`src/rtl/axis_uart_pkg.sv`:
```
// Shared types and default framing bytes for the AXI4-Stream UART deframer.
package axis_uart_pkg;

  // Frame parser states
  typedef enum logic [1:0] {
    StIdle,
    StGetId,
    StData,
    StEsc
  } state_e;

  localparam logic [7:0] C_START_BYTE  = 8'h7D;
  localparam logic [7:0] C_STOP_BYTE   = 8'h7E;
  localparam logic [7:0] C_ESCAPE_BYTE = 8'h7F;

endpackage

```
`src/rtl/axis_uart_deframer.sv`:
```
// AXI4-Stream UART deframer: strips START/ID/STOP framing and escape bytes from the
// received byte stream and emits tid-tagged packets with tlast.
// Optional statistics counters are enabled by defining AXIS_UART_DEFRAMER_STATS_EN.
module axis_uart_deframer
  import axis_uart_pkg::*;
#(
  parameter logic [7:0]  START_BYTE  = C_START_BYTE,
  parameter logic [7:0]  STOP_BYTE   = C_STOP_BYTE,
  parameter logic [7:0]  ESCAPE_BYTE = C_ESCAPE_BYTE,
  // Low ID_WIDTH bits of the ID byte are kept; legal range 1..8
  parameter int unsigned ID_WIDTH    = 8
) (
  input  logic                aclk,
  input  logic                aresetn,
  input  logic                rxbyte_tvalid,
  output logic                rxbyte_tready,
  input  logic [7:0]          rxbyte_tdata,
  output logic                m_tvalid,
  input  logic                m_tready,
  output logic [7:0]          m_tdata,
  output logic                m_tlast,
`ifdef AXIS_UART_DEFRAMER_STATS_EN
  output logic [15:0]         frame_cnt,
  output logic [15:0]         abort_cnt,
`endif
  output logic [ID_WIDTH-1:0] m_tid
);

  state_e              r_state;
  logic [ID_WIDTH-1:0] r_id;
  logic [7:0]          r_pend_data;
  logic                r_pend_valid;
  logic                r_m_tvalid;
  logic [7:0]          r_m_tdata;
  logic                r_m_tlast;
  logic [ID_WIDTH-1:0] r_m_tid;

  state_e              w_state_nxt;
  logic [ID_WIDTH-1:0] w_id_nxt;
  logic [7:0]          w_pend_data_nxt;
  logic                w_pend_valid_nxt;
  logic                w_tready;
  logic                w_accept;
  logic                w_load;
  logic                w_load_last;
  logic                w_abort;
  logic                w_payload;
  logic                w_close;

  // Output slot can take a new beat when empty or draining this cycle
  assign w_tready      = aresetn & (~r_m_tvalid | m_tready);
  assign w_accept      = rxbyte_tvalid & w_tready;
  assign rxbyte_tready = w_tready;

  assign m_tvalid = r_m_tvalid;
  assign m_tdata  = r_m_tdata;
  assign m_tlast  = r_m_tlast;
  assign m_tid    = r_m_tid;

  // Next-state decode: parser transitions, pending-byte update and output load requests
  always_comb begin
    w_state_nxt      = r_state;
    w_id_nxt         = r_id;
    w_pend_data_nxt  = r_pend_data;
    w_pend_valid_nxt = r_pend_valid;
    w_load           = 1'b0;
    w_load_last      = 1'b0;
    w_abort          = 1'b0;
    w_payload        = 1'b0;
    w_close          = 1'b0;

    if (w_accept) begin
      unique case (r_state)
        StIdle: begin
          if (rxbyte_tdata == START_BYTE) w_state_nxt = StGetId;
        end
        StGetId: begin
          // ID byte is never escaped, even if it equals a marker
          w_id_nxt    = rxbyte_tdata[ID_WIDTH-1:0];
          w_state_nxt = StData;
        end
        StData: begin
          if (rxbyte_tdata == ESCAPE_BYTE) begin
            w_state_nxt = StEsc;
          end else if (rxbyte_tdata == STOP_BYTE) begin
            w_close     = 1'b1;
            w_state_nxt = StIdle;
          end else if (rxbyte_tdata == START_BYTE) begin
            // Truncated packet: close what we have, then take the new header
            w_close     = 1'b1;
            w_abort     = 1'b1;
            w_state_nxt = StGetId;
          end else begin
            w_payload = 1'b1;
          end
        end
        StEsc: begin
          w_payload   = 1'b1;
          w_state_nxt = StData;
        end
        default: w_state_nxt = StIdle;
      endcase
    end

    // A new payload byte pushes the previous one out as a non-final beat
    if (w_payload) begin
      w_load           = r_pend_valid;
      w_load_last      = 1'b0;
      w_pend_data_nxt  = rxbyte_tdata;
      w_pend_valid_nxt = 1'b1;
    end

    // STOP or abort flushes the pending byte as the final beat; empty frames emit nothing
    if (w_close) begin
      w_load           = r_pend_valid;
      w_load_last      = 1'b1;
      w_pend_valid_nxt = 1'b0;
    end
  end

  // Parser state, frame ID and pending lookahead byte
  always_ff @(posedge aclk) begin
    if (!aresetn) begin
      r_state      <= StIdle;
      r_id         <= '0;
      r_pend_data  <= '0;
      r_pend_valid <= 1'b0;
    end else begin
      r_state      <= w_state_nxt;
      r_id         <= w_id_nxt;
      r_pend_data  <= w_pend_data_nxt;
      r_pend_valid <= w_pend_valid_nxt;
    end
  end

  // Output beat register; holds while stalled, tid captured with each beat
  always_ff @(posedge aclk) begin
    if (!aresetn) begin
      r_m_tvalid <= 1'b0;
      r_m_tdata  <= '0;
      r_m_tlast  <= 1'b0;
      r_m_tid    <= '0;
    end else if (w_load) begin
      r_m_tvalid <= 1'b1;
      r_m_tdata  <= r_pend_data;
      r_m_tlast  <= w_load_last;
      r_m_tid    <= r_id;
    end else if (m_tready) begin
      r_m_tvalid <= 1'b0;
    end
  end

`ifdef AXIS_UART_DEFRAMER_STATS_EN
  logic [15:0] r_frame_cnt;
  logic [15:0] r_abort_cnt;

  // Saturating counters of closed packets and START-triggered aborts
  always_ff @(posedge aclk) begin
    if (!aresetn) begin
      r_frame_cnt <= '0;
      r_abort_cnt <= '0;
    end else begin
      if (w_load && w_load_last && (r_frame_cnt != 16'hFFFF)) r_frame_cnt <= r_frame_cnt + 16'd1;
      if (w_abort && (r_abort_cnt != 16'hFFFF)) r_abort_cnt <= r_abort_cnt + 16'd1;
    end
  end

  assign frame_cnt = r_frame_cnt;
  assign abort_cnt = r_abort_cnt;
`endif

endmodule

```
`config.mk`:
```
export PLATFORM = sky130hd
export DESIGN_NAME = axis_uart_deframer
export DESIGN_NICKNAME = d
export VERILOG_FILES = /design/src/rtl/axis_uart_pkg.sv /design/src/rtl/axis_uart_deframer.sv
export SDC_FILE = /design/constraint.sdc
export NUM_CORES = 1
export LEC_CHECK = 0
export CAP_MARGIN = 5
export CORE_MARGIN = 3
export CORE_UTILIZATION = 50
export DETAILED_ROUTE_END_ITERATION = 12
export PLACE_DENSITY = 0.75
export SLEW_MARGIN = 20
export SYNTH_ARGS = -nofsm -noshare
export SYNTH_HDL_FRONTEND = slang
export SYNTH_SLANG_ARGS = --single-unit
```
`constraint.sdc`:
```
create_clock -name aclk -period 1.9 [get_ports aclk]
set_input_delay 0.38 -clock aclk [delete_from_list [all_inputs] [get_ports aclk]]
set_output_delay 0.38 -clock aclk [all_outputs]
set_load 0.02 [all_outputs]
```
# After elaboration in Yosys (flattened, before gate mapping)
# Index checks and enable logic that the tools add are counted.
# totals
wordCells	43
inputBits	12
register_bits	37
output_inout_bits	19
# op_classes
muxes	19
eq_ne	6
bitwise	5
n_reduce_logical	5
# op_table
op	count
== test 8 x 7 -> 1 bit, second input constant	3
2-to-1 mux 1 bit	14
2-to-1 mux 2 bit	3
case mux 2 bit (3 select lines)	1
== test 2 bit, second input constant	2
OR reduction 2 bit	2
bitwise AND 1 bit	2
== test 2 x 1 -> 1 bit, second input constant	1
zero test 2 bit	1
NOT 1 bit	2
case mux 1 bit (2 select lines)	1
AND reduction 2 bit	1
nonzero test 2 bit	1
OR 1 bit	1

# Logic depth before layout (Yosys ltp)
# depth
depth_word	9
ltp_mapped	7
mapped_depth_nobuf	4

# Worst setup path before layout
# OpenSTA, ideal clock, no wires.
# synth_timing
kind	input-to-output
start	input aresetn
end	output rxbyte_tready
setup_slack_ns	0.299
path_buffers	2
cell_stages	4
t_arrival_ns	1.221
path_cell_list	clkbuf_1 inv_1 clkbuf_1 nor2_1
# synth_between
elab_chain_len	1
# synth_rtl
element	line	text
start, declared	axis_uart_deframer.sv:14	input logic aresetn,
bitwise AND 1 bit	axis_uart_deframer.sv:51	assign w_tready = aresetn & (~r_m_tvalid | m_tready);
end, declared	axis_uart_deframer.sv:16	output logic rxbyte_tready,
# No other way between the ends.

# Worst setup path in the final report
# layout_timing
start	input aresetn
end	register r_state[1]
# layout_between
elab_chain_len	2
# layout_rtl
element	line	text
bitwise AND 1 bit	axis_uart_deframer.sv:51	
bitwise AND 1 bit	axis_uart_deframer.sv:52	assign w_accept = rxbyte_tvalid & w_tready;
end signal, assigned	axis_uart_deframer.sv:124	r_state <= StIdle;
end signal, assigned	axis_uart_deframer.sv:129	r_state <= w_state_nxt;
end, declared	axis_uart_deframer.sv:29	state_e r_state;
# Parallel ways exist; a longest one is shown, timed or not.
# A chain may end at the register's enable or synchronous reset.

==> impl_results.md <==
- Outcome: complete, no violations
- Share of layout cells above drive strength 1: 0.1613
- Hold Path Depth: 2
- FMAX: 0.5744 GHz
- CTS Buffer Depth: 2
- Reg power frac: 0.624
- Yosys cell types: 28
- Slew @ Worst Pin: 277.7 ps
- R2r worst-path depth: 5
- Synth warn: 0
- Cells after DPL: 240
- Root buffer cell: clkbuf_4
- Total of max-cap violations: 0
- Fill count: 240
- Post-Syn Instances: 167
- Final Hold Fails: 0
- Top delay family on crit path: simple AND/OR/NAND/NOR gates
- WL per Instance: 13.74 um
- WL final: 3408 um
- Worst reg2reg startpoint: m_tvalid
- Final period utilization: 0.9163
- Initial Util: 0.5361
- Nature of the critical path endpoint: flip-flop
- Slowest CP cell: or4b_1
- RSZ-0062 raised after global routing: no
- Row cnt: 19
- Setup Buffers After CTS: 0
- Boundary pin count: 31
- Most common cell after layout, fill and taps aside: dfxtp_1
- Final Max Slew Viols: 0
- Area of the multi-input gates: 656.9 um2
- # port buffers: 30
- Hold Path Sink: m_tid[7]
- R2R Setup Slk: 360 ps
- # setup viols final: 0
- Post-layout util: 0.7266
- # DRC: 0
- Largest net degree at the start of global routing: 28
- TritonCTS clock tree: yes
- Non-filler cells, final: 248
- Overflow left after global routing: 0
- Max IR drop VDD: 0.4689 mV
- Comb power frac: 0.068
- Skew final: 5.200 ps
- Total CTS buffers: 5
- Die X: 60.85 um
- Vias in the first global route: 1369
- TritonRoute pass-1 iters: 4
- Initial DRC count: 71
- Most frequent cells in the layout: 37 x dfxtp_1, 29 x clkdlybuf4s50_1, 28 x nand2_1, 20 x buf_4
- Mapped Area: 1504 um2
- Hpwl dp: 2589 um
- CP max FO: 4
- Crit Path Category: in2reg
- Post-Syn Nets: 179
- CP arrival: 1960 ps
- ANT nets after route: 0
- Clock Sinks: 37
- Sw frac: 0.2274
- Avg Cell Area, Syn: 9.006 um2
- Clock latency at the later pin of the worst-skew pair: 330 ps
- Register area: 740.7 um2
- RD Place Congestion: 0.8077
- Reg2reg end: r_state[1]
- # nets final: 228
- Hold Buf Count CTS: 0
- #FFs+latches synth: 37
- CTS H-Tree Depth: 2
- Net load switching power: 282.7 uW
- Initial antenna violation count: 0
- Die ar.: 3702 um2
- ANT cells: 0
- Max-slew headroom: 0.8149
- CP cell instances: clkdlybuf4s50_1 -> buf_4 -> nand2_1 -> or4b_1 -> o21ai_0 -> a21oi_1
- Worst path max stage delay: 560 ps
- Int Power: 960.4 uW
- Min-delay worst type: reg2reg
- Hold Startpoint: m_tid[7]
- GRT Util Overall: 0.2131
- Total core area: 2805 um2
- Leak: 0.0007648 uW
- Fin crit period: 1741 ps
- WP data required: 2120 ps
- First-pass GRT wire length: 5906 um
- Via count: 1341
- Detail-routed via count per cell: 5.407
- Power Density: 609.9 nW/um2
- Worst-path clk slew: 100 ps
- WP buf/inv: 2
- Synthesis-to-finish area growth: 35.52%
- Register area share after synthesis: 0.4925
- DIE HEIGHT: 60.85 um
- Crit start category: input pin
- Clk pwr share: 0.308
[sequential cells by signal (all words and copies together), names as in the netlist]
register	count
m_tdata	8
m_tid	8
r_id	8
r_pend_data	8
r_state	2
m_tlast	1
m_tvalid	1
r_pend_valid	1
[power by group through the flow]
| stage | logic (uW) | registers [uW] | clock network [uW] |
|---|---|---|---|
| 2_1_floorplan | 29.1 | 793 | 0 |
| 3_3_place_gp | 83.9 | 793 | 0 |
| 3_5_place_dp | 85.5 | 793 | 0 |
| 4_1_cts | 85.0 | 775 | 393 |
| 5_1_grt | 92.5 | 776 | 430 |
| 6_report | 84.8 | 775 | 383 |
[layer usage]
| layer | vias up | wire, um | global-route usage |
|---|---|---|---|
| li1 | 656 | - | - |
| met5 | - | 0 | 0 |
| met3 | 4 | 164 | 0.04894 |
| met2 | 38 | 1758 | 0.3618 |
| met1 | 643 | 1452 | 0.2529 |
| met4 | 0 | 33 | 0.1022 |
[cell type report]
class | instances | share of cell area
clock inverters | 2 | 0.004911
inverters | 11 | 0.02026
well taps | 31 | 0.01903
flip-flops and latches | 37 | 0.3634
multi-input cells | 108 | 0.3223
repair buffers | 53 | 0.2498
clock buffers | 6 | 0.02026
[worst max path at each step]
stage              from       endpoint  depth (start not counted)  slack, ps
6_report        aresetn     r_state[1]                          6        160
5_1_grt         aresetn     r_state[1]                          6        100
4_1_cts        m_tready  rxbyte_tready                          4        150
3_5_place_dp    aresetn     r_state[1]                          6       -180
3_3_place_gp   m_tready  rxbyte_tready                          4       -100
2_1_floorplan   aresetn  rxbyte_tready                          4        300
[worst reg2reg max path, delay by kind of cell, from the launching register on]
kind            cells  cell delay (ps)
buf+inv             1              130
compound gates      2              310
simple gates        2              670
flops               1              320
[Yosys cell counts]
cell,n,share of area
o21ai_1,9,0.030
a31oi_1,1,0.0042
nor3b_2,1,0.0083
nand3_1,16,0.053
a21oi_1,2,0.0067
nand2b_1,1,0.0042
nor2_1,10,0.025
buf_2,1,0.0033
buf_6,3,0.022
o211ai_1,2,0.010
nor2b_4,1,0.0091
nand4_2,1,0.0083
a211oi_1,1,0.0050
o21a_1,2,0.010
and3_1,1,0.0042
o21ai_0,8,0.027
mux2i_1,16,0.11
inv_1,11,0.027
nor4_4,1,0.014
nand2_1,28,0.070
nor3_4,1,0.011
or4b_1,1,0.0067
o22ai_1,1,0.0042
clkbuf_1,7,0.017
and2_1,2,0.0083
dfxtp_1,37,0.49
xnor2_1,1,0.0058
and4_1,1,0.0058
[timing repair]
item	4_1_cts	5_1_grt
gates resized for setup	1	0
endpoints found under the hold margin	0	0
endpoints found under the setup margin	1	0
[logic make-up (layout without fill, tap and decap cells)]
logic type             Yosys count  in the layout  synth area share
XOR/XNOR                         1              1          0.005825
flip-flops                      37             37            0.4925
AND/OR/NAND/NOR                 65             65            0.2280
AO/OA/AOI/OAI                   26             26           0.09651
multiplexers                    16             16            0.1065
buffers and inverters           22             72           0.07071
[per-stage QoR]
step	setup WS, ps	power (uW)	hold WS [ps]	TNS [ps]	area [um2]
after floorplan	299.2	822.1	435.0	0	1504
after global placement	-100.9	876.9	434.0	-1044	1988
after detailed placement	-180.8	878.6	441.0	-2130	1988
after CTS	154.2	1253	455.6	0	2038
after global routing	96.32	1298	481.7	0	2038
final	159.0	1243	455.2	0	2038
(Power assumes the default switching activity.)
